==> src/rtl/l2_arb_pkg.sv <==
// Shared types and constants for the L2 port arbiter.
//   arb_state_t      : arbiter FSM state
//   grant_t          : which L1 requester owns the L2 port
//   RESET_LAST_GRANT : last_grant after reset (I, so D wins the first tie)
//   pick_grant()     : round-robin choice between the two requesters
package l2_arb_pkg;

   typedef enum logic {ARB_IDLE, ARB_BUSY} arb_state_t;
   typedef enum logic {GNT_I, GNT_D} grant_t;

   localparam grant_t RESET_LAST_GRANT = GNT_I;

   // On a tie the requester that did not win last time goes next.
   function automatic grant_t pick_grant(input logic i_act, input logic d_act,
                                         input grant_t last);
      if (i_act && d_act) return (last == GNT_I) ? GNT_D : GNT_I;
      return d_act ? GNT_D : GNT_I;
   endfunction

endpackage

==> src/rtl/l2_arbiter_if.sv <==
// Line-request bus between a cache controller and its next level.
// One instance per link: I-cache, D-cache and L2 port.
//   stb, cyc   request strobe / cycle
//   write      1 = line write-back, 0 = line fill
//   addr       line address
//   wdata      write-back line
//   rdata      returned line, valid with resp
//   resp       one-cycle completion pulse
//   retry      request pending and not yet completed
// master = requester side, slave = responder side.
interface l2_arbiter_if #(
   parameter int ADDR_W = 32,
   parameter int LINE_W = 256
) ();
   logic              stb;
   logic              cyc;
   logic              write;
   logic [ADDR_W-1:0] addr;
   logic [LINE_W-1:0] wdata;
   logic [LINE_W-1:0] rdata;
   logic              resp;
   logic              retry;

   modport master (output stb, cyc, write, addr, wdata,
                   input  rdata, resp, retry);
   modport slave  (input  stb, cyc, write, addr, wdata,
                   output rdata, resp, retry);
endinterface

==> src/rtl/l2_arb_perf.sv <==
// Saturating event counters for the L2 arbiter (L2_ARB_PERF_EN builds only).
//   clk, rst        clock / async active-high reset (clears counters)
//   i_grant_evt     one per I grant
//   d_grant_evt     one per D grant
//   conflict_evt    one per idle cycle with both requesters active
//   perf_*          counter values, stick at all-ones
module l2_arb_perf #(
   parameter int PERF_W = 32
) (
   input  logic              clk,
   input  logic              rst,
   input  logic              i_grant_evt,
   input  logic              d_grant_evt,
   input  logic              conflict_evt,
   output logic [PERF_W-1:0] perf_i_grants,
   output logic [PERF_W-1:0] perf_d_grants,
   output logic [PERF_W-1:0] perf_conflicts
);
   always_ff @(posedge clk or posedge rst) begin
      if (rst) begin
         perf_i_grants  <= '0;
         perf_d_grants  <= '0;
         perf_conflicts <= '0;
      end else begin
         if (i_grant_evt && (perf_i_grants != '1))
            perf_i_grants <= perf_i_grants + 1'b1;
         if (d_grant_evt && (perf_d_grants != '1))
            perf_d_grants <= perf_d_grants + 1'b1;
         if (conflict_evt && (perf_conflicts != '1))
            perf_conflicts <= perf_conflicts + 1'b1;
      end
   end
endmodule

==> src/rtl/l2_arbiter.sv <==
// Round-robin arbiter sharing the single L2 port between I-cache and D-cache miss paths.
// The granted request is registered so L2 sees it stable until l2 resp.
//   clk, rst   clock / async active-high reset
//   i_bus      I-cache requester link (read only; its write/wdata are ignored)
//   d_bus      D-cache requester link
//   l2_bus     link to the L2 controller (its retry is ignored)
//   perf_*     grant/conflict counters, present only when L2_ARB_PERF_EN is defined
//
// state    | meaning
// ARB_IDLE | no request outstanding to L2; grant on any active requester
// ARB_BUSY | registered request driven to L2; wait for l2 resp
module l2_arbiter
   import l2_arb_pkg::*;
#(
   parameter int ADDR_W = 32,
   parameter int LINE_W = 256,
   parameter int PERF_W = 32
) (
   input  logic          clk,
   input  logic          rst,
   l2_arbiter_if.slave   i_bus,
   l2_arbiter_if.slave   d_bus,
   l2_arbiter_if.master  l2_bus
`ifdef L2_ARB_PERF_EN
   ,
   output logic [PERF_W-1:0] perf_i_grants,
   output logic [PERF_W-1:0] perf_d_grants,
   output logic [PERF_W-1:0] perf_conflicts
`endif
);
   arb_state_t        state_q;
   grant_t            grant_q;
   grant_t            last_grant_q;
   grant_t            pick;
   logic              wr_q;
   logic [ADDR_W-1:0] addr_q;
   logic [LINE_W-1:0] wdata_q;
   logic              i_act;
   logic              d_act;
   logic              busy;
   logic              grant_now;
   logic              unused_sig;

   assign i_act     = i_bus.stb & i_bus.cyc;
   assign d_act     = d_bus.stb & d_bus.cyc;
   assign pick      = pick_grant(i_act, d_act, last_grant_q);
   assign busy      = (state_q == ARB_BUSY);
   assign grant_now = !busy && (i_act || d_act);

   always_ff @(posedge clk or posedge rst) begin
      if (rst) begin
         state_q      <= ARB_IDLE;
         grant_q      <= GNT_I;
         last_grant_q <= RESET_LAST_GRANT;
         wr_q         <= 1'b0;
         addr_q       <= '0;
         wdata_q      <= '0;
      end else begin
         case (state_q)
            ARB_IDLE: begin
               if (i_act || d_act) begin
                  state_q      <= ARB_BUSY;
                  grant_q      <= pick;
                  last_grant_q <= pick;
                  if (pick == GNT_D) begin
                     wr_q    <= d_bus.write;
                     addr_q  <= d_bus.addr;
                     wdata_q <= d_bus.wdata;
                  end else begin
                     wr_q    <= 1'b0;
                     addr_q  <= i_bus.addr;
                     wdata_q <= '0;
                  end
               end
            end
            ARB_BUSY: begin
               if (l2_bus.resp) state_q <= ARB_IDLE;
            end
            default: state_q <= ARB_IDLE;
         endcase
      end
   end

   assign l2_bus.stb   = busy;
   assign l2_bus.cyc   = busy;
   assign l2_bus.write = wr_q;
   assign l2_bus.addr  = addr_q;
   assign l2_bus.wdata = wdata_q;

   // A requester that dropped cyc mid-transaction has aborted: L2 still
   // finishes, but the completion pulse is swallowed.
   assign i_bus.resp  = busy & l2_bus.resp & (grant_q == GNT_I) & i_bus.cyc;
   assign d_bus.resp  = busy & l2_bus.resp & (grant_q == GNT_D) & d_bus.cyc;
   assign i_bus.retry = i_act & ~i_bus.resp;
   assign d_bus.retry = d_act & ~d_bus.resp;
   assign i_bus.rdata = l2_bus.rdata;
   assign d_bus.rdata = l2_bus.rdata;

   assign unused_sig = ^{l2_bus.retry, i_bus.write, i_bus.wdata, (PERF_W != 0)};

`ifdef L2_ARB_PERF_EN
   l2_arb_perf #(.PERF_W(PERF_W)) u_perf (
      .clk            (clk),
      .rst            (rst),
      .i_grant_evt    (grant_now && (pick == GNT_I)),
      .d_grant_evt    (grant_now && (pick == GNT_D)),
      .conflict_evt   (!busy && i_act && d_act),
      .perf_i_grants  (perf_i_grants),
      .perf_d_grants  (perf_d_grants),
      .perf_conflicts (perf_conflicts)
   );
`else
   logic unused_grant;
   assign unused_grant = grant_now;
`endif

endmodule
==> src/flat_wrapper.sv <==
// flat-port wrapper written by rule: the top's interface ports become plain ports
module l2_arbiter_flat import l2_arb_pkg::*;
#(
   parameter int ADDR_W = 32,
   parameter int LINE_W = 256,
   parameter int PERF_W = 32
)
  (clk, rst, i_bus_stb, i_bus_cyc, i_bus_write, i_bus_addr, i_bus_wdata, i_bus_rdata, i_bus_resp, i_bus_retry, d_bus_stb, d_bus_cyc, d_bus_write, d_bus_addr, d_bus_wdata, d_bus_rdata, d_bus_resp, d_bus_retry, l2_bus_stb, l2_bus_cyc, l2_bus_write, l2_bus_addr, l2_bus_wdata, l2_bus_rdata, l2_bus_resp, l2_bus_retry);
  l2_arbiter_if #(.ADDR_W(ADDR_W), .LINE_W(LINE_W)) i_bus_i ();
  l2_arbiter_if #(.ADDR_W(ADDR_W), .LINE_W(LINE_W)) d_bus_i ();
  l2_arbiter_if #(.ADDR_W(ADDR_W), .LINE_W(LINE_W)) l2_bus_i ();
  input  logic clk;
  input  logic rst;
  input wire logic [$bits(i_bus_i.stb)-1:0] i_bus_stb;
  input wire logic [$bits(i_bus_i.cyc)-1:0] i_bus_cyc;
  input wire logic [$bits(i_bus_i.write)-1:0] i_bus_write;
  input wire logic [$bits(i_bus_i.addr)-1:0] i_bus_addr;
  input wire logic [$bits(i_bus_i.wdata)-1:0] i_bus_wdata;
  output wire logic [$bits(i_bus_i.rdata)-1:0] i_bus_rdata;
  output wire logic [$bits(i_bus_i.resp)-1:0] i_bus_resp;
  output wire logic [$bits(i_bus_i.retry)-1:0] i_bus_retry;
  input wire logic [$bits(d_bus_i.stb)-1:0] d_bus_stb;
  input wire logic [$bits(d_bus_i.cyc)-1:0] d_bus_cyc;
  input wire logic [$bits(d_bus_i.write)-1:0] d_bus_write;
  input wire logic [$bits(d_bus_i.addr)-1:0] d_bus_addr;
  input wire logic [$bits(d_bus_i.wdata)-1:0] d_bus_wdata;
  output wire logic [$bits(d_bus_i.rdata)-1:0] d_bus_rdata;
  output wire logic [$bits(d_bus_i.resp)-1:0] d_bus_resp;
  output wire logic [$bits(d_bus_i.retry)-1:0] d_bus_retry;
  output wire logic [$bits(l2_bus_i.stb)-1:0] l2_bus_stb;
  output wire logic [$bits(l2_bus_i.cyc)-1:0] l2_bus_cyc;
  output wire logic [$bits(l2_bus_i.write)-1:0] l2_bus_write;
  output wire logic [$bits(l2_bus_i.addr)-1:0] l2_bus_addr;
  output wire logic [$bits(l2_bus_i.wdata)-1:0] l2_bus_wdata;
  input wire logic [$bits(l2_bus_i.rdata)-1:0] l2_bus_rdata;
  input wire logic [$bits(l2_bus_i.resp)-1:0] l2_bus_resp;
  input wire logic [$bits(l2_bus_i.retry)-1:0] l2_bus_retry;
  assign i_bus_i.stb = i_bus_stb;
  assign i_bus_i.cyc = i_bus_cyc;
  assign i_bus_i.write = i_bus_write;
  assign i_bus_i.addr = i_bus_addr;
  assign i_bus_i.wdata = i_bus_wdata;
  assign i_bus_rdata = i_bus_i.rdata;
  assign i_bus_resp = i_bus_i.resp;
  assign i_bus_retry = i_bus_i.retry;
  assign d_bus_i.stb = d_bus_stb;
  assign d_bus_i.cyc = d_bus_cyc;
  assign d_bus_i.write = d_bus_write;
  assign d_bus_i.addr = d_bus_addr;
  assign d_bus_i.wdata = d_bus_wdata;
  assign d_bus_rdata = d_bus_i.rdata;
  assign d_bus_resp = d_bus_i.resp;
  assign d_bus_retry = d_bus_i.retry;
  assign l2_bus_stb = l2_bus_i.stb;
  assign l2_bus_cyc = l2_bus_i.cyc;
  assign l2_bus_write = l2_bus_i.write;
  assign l2_bus_addr = l2_bus_i.addr;
  assign l2_bus_wdata = l2_bus_i.wdata;
  assign l2_bus_i.rdata = l2_bus_rdata;
  assign l2_bus_i.resp = l2_bus_resp;
  assign l2_bus_i.retry = l2_bus_retry;
  l2_arbiter #(.ADDR_W(ADDR_W), .LINE_W(LINE_W), .PERF_W(PERF_W)) u_core (.clk(clk), .rst(rst), .i_bus(i_bus_i), .d_bus(d_bus_i), .l2_bus(l2_bus_i));
endmodule
==> config.mk <==
export PLATFORM = sky130hd
export DESIGN_NAME = l2_arbiter_flat
export DESIGN_NICKNAME = d
export VERILOG_FILES = /design/src/rtl/l2_arb_pkg.sv /design/src/rtl/l2_arbiter_if.sv /design/src/rtl/l2_arb_perf.sv /design/src/rtl/l2_arbiter.sv /design/src/flat_wrapper.sv
export SDC_FILE = /design/constraint.sdc
export NUM_CORES = 1
export LEC_CHECK = 0
export ABC_AREA = 1
export CAP_MARGIN = 20
export CORE_AREA = 5 5 636 638
export DETAILED_ROUTE_END_ITERATION = 8
export DIE_AREA = 0 0 641 643
export GPL_TIMING_DRIVEN = 0
export HOLD_SLACK_MARGIN = 0.12
export PLACE_DENSITY = 0.3
export SLEW_MARGIN = 20
export SYNTH_ARGS = -nofsm -noshare
export SYNTH_HDL_FRONTEND = slang
export SYNTH_SLANG_ARGS = --single-unit
==> constraint.sdc <==
create_clock -name clk -period 31.3 [get_ports clk]
set_input_delay 6.26 -clock clk [delete_from_list [all_inputs] [get_ports clk]]
set_output_delay 6.26 -clock clk [all_outputs]
set_load 0.1 [all_outputs]
==> results of run 1 <==
-- cells by family (layout without fill, tap and decap cells) --
| family | after synthesis | after routing | synth area share (%) |
|---|---|---|---|
| simple gates | 945 | 945 | 23.6 |
| other cells | 0 | 47 | 0 |
| flops | 291 | 291 | 47.0 |
| buf+inv | 652 | 1878 | 29.4 |
| compound gates | 3 | 3 | 0.0968 |
-- report_power, final --
group / switching (mW) / leakage [nW] / internal [mW]
sequential: 0.0348 / 3.89 / 0.430
clock: 0.249 / 0.814 / 0.354
combinational: 0.927 / 10.3 / 0.220
-- through the flow --
step	hold slack, ps	power (mW)	utilization, %	area [sq um]	worst slack [ps]
floorplan	516	1.24	-	15500	15080
global route	498	2.32	8.67	34500	16380
detailed placement	463	1.65	8.23	32800	16410
global placement	466	1.68	8.40	33400	9840
CTS	478	2.29	8.66	34500	16410
finish	474	2.22	8.69	34600	16510
-- how the worst max path moves through the flow --
stage	slack, ps	to
global placement	9840	u_core.l2_bus.addr[19]
CTS	16410	i_bus_resp
floorplan	15080	i_bus_retry
global route	16380	i_bus_resp
finish	16510	i_bus_resp
detailed placement	16410	i_bus_resp
-- registers in the layout, summed over array words and instances (netlist names) --
name                 cells
u_core.l2_bus.wdata    256
u_core.grant_q           1
u_core.l2_bus.cyc        1
u_core.l2_bus.addr      32
u_core.l2_bus.write      1
-- final cells by class --
| cell class | instances | area (sq um) | area share [%] |
|---|---|---|---|
| Antenna cell | 47 | 118 | 0.340 |
| Buffer | 585 | 4310 | 12.5 |
| Clock buffer | 61 | 1330 | 3.85 |
| Clock inverter | 27 | 395 | 1.14 |
| Inverter | 67 | 259 | 0.749 |
| Multi-Input combinational cell | 948 | 3670 | 10.6 |
| Sequential cell | 291 | 7280 | 21.0 |
| Tap cell | 5265 | 6590 | 19.0 |
| Timing Repair Buffer | 1138 | 10600 | 30.8 |
-- placed cells by master (no fill, tap or decap), types with 11 or more instances in the layout --
cell	instances
buf_6	11
dfrtp_1	291
nand2_1	873
clkbuf_1	15
inv_1	65
clkbuf_16	50
clkdlybuf4s50_1	971
nand3_1	64
buf_4	529
diode_2	47
buf_2	196
-- critical path: stages --
cell	delay, ps
clkdlybuf4s50_1	490
nand2_1	220
nor3b_1	350
clkdlybuf4s50_1	1200
-- layer usage --
layer	part of all wire (%)	wire length (um)	GRT usage [%]	vias to the layer above
met1	37	79000	10.5	8137
met5	0.068	144	0	-
li1	-	-	-	7639
met4	1.6	3430	1.79	20
met2	50	107000	17.7	926
met3	11	22400	4.82	231
==> metrics.csv, run 1 <==
metric,value,unit
outcome,"finished, final reports clean",
cp-start-kind,input pin,
num_vias,16953,
core,398000,sq um
vias_per_cell,2.01,
dr.pass1.iters,5,
setup_viol,0,
slew_headroom,18.6,%
tritoncts,done,
synth_area_leaders,"dfrtp_1 47%, buf_4 26%, nand2_1 21%, nand3_1 2.1%, inv_1 1.6%",
fmax,67.6,MHz
die_w,641,um
final_max_slew_viol_count,0,
yosysSeqAreaShare,47.0,%
routedWlPerCell,25.1,um
wl,212000,um
async_flop_share,100,%
synthFlopType,dfrtp_1,
min_to,u_core.l2_bus.wdata[9],
grt_max_degree,69,
drc,0,
min_from,u_core.l2_bus.wdata[9],
ant_nets,0,
grt-ovfl-total,0,
yosys_warnings,0,
end_kind,output port,
min_path_type,flip-flop to flip-flop,
clock_path_buffers,3,
yosys.area.top_type,dfrtp_1,
startpoint,l2_bus_resp,
synth_edf_count,0,
area_delta_synth_final,123,%
track_usage,9.86,%
numPortBuffers,1134,
tightest_slew,1220,ps
fin_crit_sh,47.3,%
h-tree-depth,2,
p_leak,15.0,nW
max_cap_violations,0,
synth_nets,2733,
yosys-top-cells-count,"873 x nand2_1, 529 x buf_4, 291 x dfrtp_1, 66 x inv_1, 64 x nand3_1",
fin_crit,14790,ps
grt_pass1_wl,250000,um
dieArea,412000,sq um
ys_types,17,
ff2ff_setup_slack,28700,ps
cts.reportedPaths.clkPinSlew,50,ps
powerDensity,64.0,nW/um^2
clock-sinks,291,
cts-root-buf,clkbuf_16,
ir_drop,0.0000428,V
critPathMaxFanout,2,
numCtsBuffers,50,
grt_pass1_vias,17611,
worstSetupPathType,input pin to output port,
post_cts_resized,0,
post_synth.cell_area_avg,8.20,sq um
hpwl,195000,um
start_util,3.90,%
rsz0062_at_grt,false,
reg2regPathDepth,6,
holdBufCountCts,0,
postCtsSetupBuffers,0,
stdcell_count,8429,
place_inst,8294,
floorplan.rows,232,
synthCells,1891,
ios,1649,
antenna_found_initial,116,
cp.required,25040,ps
clk_latency,740,ps
synth_area,15500,sq um
yosysMostFrequentCell,nand2_1,
synth_seq_cells,291,
setup_tns,0,ps
clock_skew,88.4,ps
dieHeight,643,um
final_nets,3923,
worstReg2RegEnd,u_core.l2_bus.wdata[199],
worst-endpoint-arrival,8530,ps
drive_above_1_share,26.7,%
fill_cells,46309,
drt_iter0_markers,1050,
synth_top_area_share,47.0,%
hold_viol_final,0,
gp_congestion,0.817,
whs_path_depth,2,
worstReg2RegStart,u_core.l2_bus.cyc,
Power figures use the tool's default switching activity.
==> run 2, diff against run 1 <==
--- a/config.mk
+++ b/config.mk
@@ -7,9 +7,9 @@
 export LEC_CHECK = 0
 export ABC_AREA = 1
 export CAP_MARGIN = 20
-export CORE_AREA = 5 5 636 638
+export CORE_AREA = 5 5 638 640
 export DETAILED_ROUTE_END_ITERATION = 8
-export DIE_AREA = 0 0 641 643
+export DIE_AREA = 0 0 643 645
 export GPL_TIMING_DRIVEN = 0
 export HOLD_SLACK_MARGIN = 0.12
 export PLACE_DENSITY = 0.3
==> constraint.sdc (replaced) <==
create_clock -name clk -period 14.1 [get_ports clk]
set_input_delay 2.82 -clock clk [delete_from_list [all_inputs] [get_ports clk]]
set_output_delay 2.82 -clock clk [all_outputs]
set_load 0.1 [all_outputs]
==> metrics.csv, run 2 (synthesis results as in run 1) <==
metric,value,unit,change
outcome,"finished, final reports clean",,
drc,0,,unchanged
h-tree-depth,2,,unchanged
grt_max_degree,84,,+22%
start_util,3.87,%,-0.028 points
dr.pass1.iters,5,,unchanged
tritoncts,done,,
ios,1649,,unchanged
antenna_found_initial,96,,-17%
use_met1,10.8,%,+0.31 points
grt_use_met3,4.29,%,-0.54 points
die_w,643,um,+0.31%
grt_pass1_vias,17757,,+0.83%
layout_commonest_cell,clkdlybuf4s50_1,,
dieArea,415000,sq um,+0.62%
p_total,4.82,mW,+120%
worstReg2RegEnd,u_core.l2_bus.wdata[11],,
vias_per_cell,1.99,,-1.2%
final_area,34500,sq um,-0.36%
tightest_slew,1210,ps,-6.02 ps
wl,207000,um,-2.2%
fmax,126,MHz,
track_usage,9.57,%,-0.29 points
floorplan.rows,233,,+0.43%
layout_common_cells,"978 x clkdlybuf4s50_1, 873 x nand2_1, 529 x buf_4, 291 x dfrtp_1, 189 x buf_2",,
critPathMaxFanout,2,,unchanged
min_from,u_core.l2_bus.wdata[220],,
setup_viol,0,,unchanged
largest_reg_flops,256,,unchanged
slew_headroom,19.0,%,+0.40 points
ff2ff_setup_slack,11290,ps,-17410 ps
drive_above_1_share,26.2,%,-0.49 points
routedWlPerCell,24.6,um,-2.2%
reg2regPathDepth,6,,unchanged
min_path_type,flip-flop to flip-flop,,
startpoint,l2_bus_resp,,
p_leak,14.9,nW,-0.48%
hpwl,190000,um,-2.8%
final_max_slew_viol_count,0,,unchanged
cts-root-buf,clkbuf_16,,
dieHeight,645,um,+0.31%
holdBufCountCts,0,,unchanged
max_cap_violations,0,,unchanged
numPortBuffers,1134,,unchanged
grt-ovfl-total,0,,unchanged
ant_nets,0,,unchanged
placed_cell_area,32900,sq um,+0.31%
worst_slack,6160,ps,-10350 ps
top_usage_layer,met2,,
clk_latency,740,ps,about the same
fin_crit,7940,ps,
hold_viol_final,0,,unchanged
powerDensity,140,nW/um^2,+120%
num_vias,16744,,-1.2%
post-place-ws,6120,ps,-10290 ps
fin_util,8.60,%,-0.094 points
end_kind,output port,,
drt_iter0_markers,759,,-28%
grt_pass1_wl,247000,um,-1.4%
postCtsSetupBuffers,0,,unchanged
clock-sinks,291,,unchanged
worstSetupPathType,input pin to output port,,
worst-endpoint-arrival,5120,ps,-3410 ps
core,401000,sq um,+0.72%
setup_tns,0,ps,unchanged
clock_path_buffers,3,,unchanged
ir_drop,0.000105,V,+150%
endpoint,i_bus_resp,,
rsz0062_at_grt,false,,
cts.reportedPaths.clkPinSlew,50,ps,about the same
area_delta_synth_final,122,%,
clock_skew,91.2,ps,+2.83 ps
worstReg2RegStart,u_core.l2_bus.cyc,,
final_nets,3922,,-0.025%
cp.required,11280,ps,-13760 ps
numCtsBuffers,47,,-6.0%
post_cts_resized,0,,unchanged
grt_use_met2,16.6,%,-1.1 points
gp_congestion,0.857,,+4.9%
fin_crit_sh,56.3,%,
cp-start-kind,input pin,,
run 2: cell types whose count changed in the layout (fill, tap and decap cells not counted), sizes merged:
| cell | before | now |
|---|---|---|
| bufinv | 6 | 4 |
| clkinvlp | 8 | 4 |
| clkinv | 12 | 10 |
| diode | 47 | 28 |
| buf | 740 | 735 |
| clkdlybuf4s50 | 971 | 978 |
| clkbuf | 73 | 72 |
run 2: through the flow:
step                      std cells  hold slack, ps
after floorplan                1891             516
after global placement         8312             468
after detailed placement       8318             460
after CTS                      8397             478
after global routing           8412             490
final                          8425             475
run 2: where the power goes:
group / total (mW) / internal (mW) / switching, mW
Combinational: 2.54 / 0.493 / 2.04
Clock: 1.25 / 0.709 / 0.539
Sequential: 1.03 / 0.955 / 0.0791
run 2: worst min-delay path by stage:
stage / endpoint / slack (ps) / cells past startpoint
2_1_floorplan: u_core.grant_q / 520 / 2
3_3_place_gp: u_core.l2_bus.wdata[56] / 470 / 2
3_5_place_dp: u_core.l2_bus.wdata[222] / 460 / 2
4_1_cts: u_core.l2_bus.wdata[220] / 480 / 2
5_1_grt: u_core.l2_bus.wdata[9] / 490 / 2
6_report: u_core.l2_bus.wdata[220] / 480 / 2
run 2: cell type report:
| class | count | area [sq um] |
|---|---|---|
| Tap cell | 5287 | 6620 |
| Buffer | 585 | 4310 |
| Sequential cell | 291 | 7280 |
| Timing Repair Buffer | 1140 | 10700 |
| Clock buffer | 60 | 1260 |
| Antenna cell | 28 | 70.1 |
| Multi-Input combinational cell | 948 | 3670 |
| Inverter | 67 | 259 |
| Clock inverter | 19 | 284 |
| Fill cell | 46750 | 366000 |
run 2: worst max-delay path: stages:
cell and delay [ps]:
clkdlybuf4s50_1 630, nand2_1 170, nor3b_1 290, clkdlybuf4s50_1 1190
run 2: per-layer routing:
layer,up-vias,wire [um]
met1,8034,80700
li1,7585,-
met5,-,131
met2,892,102000
met4,18,4350
met3,215,20500
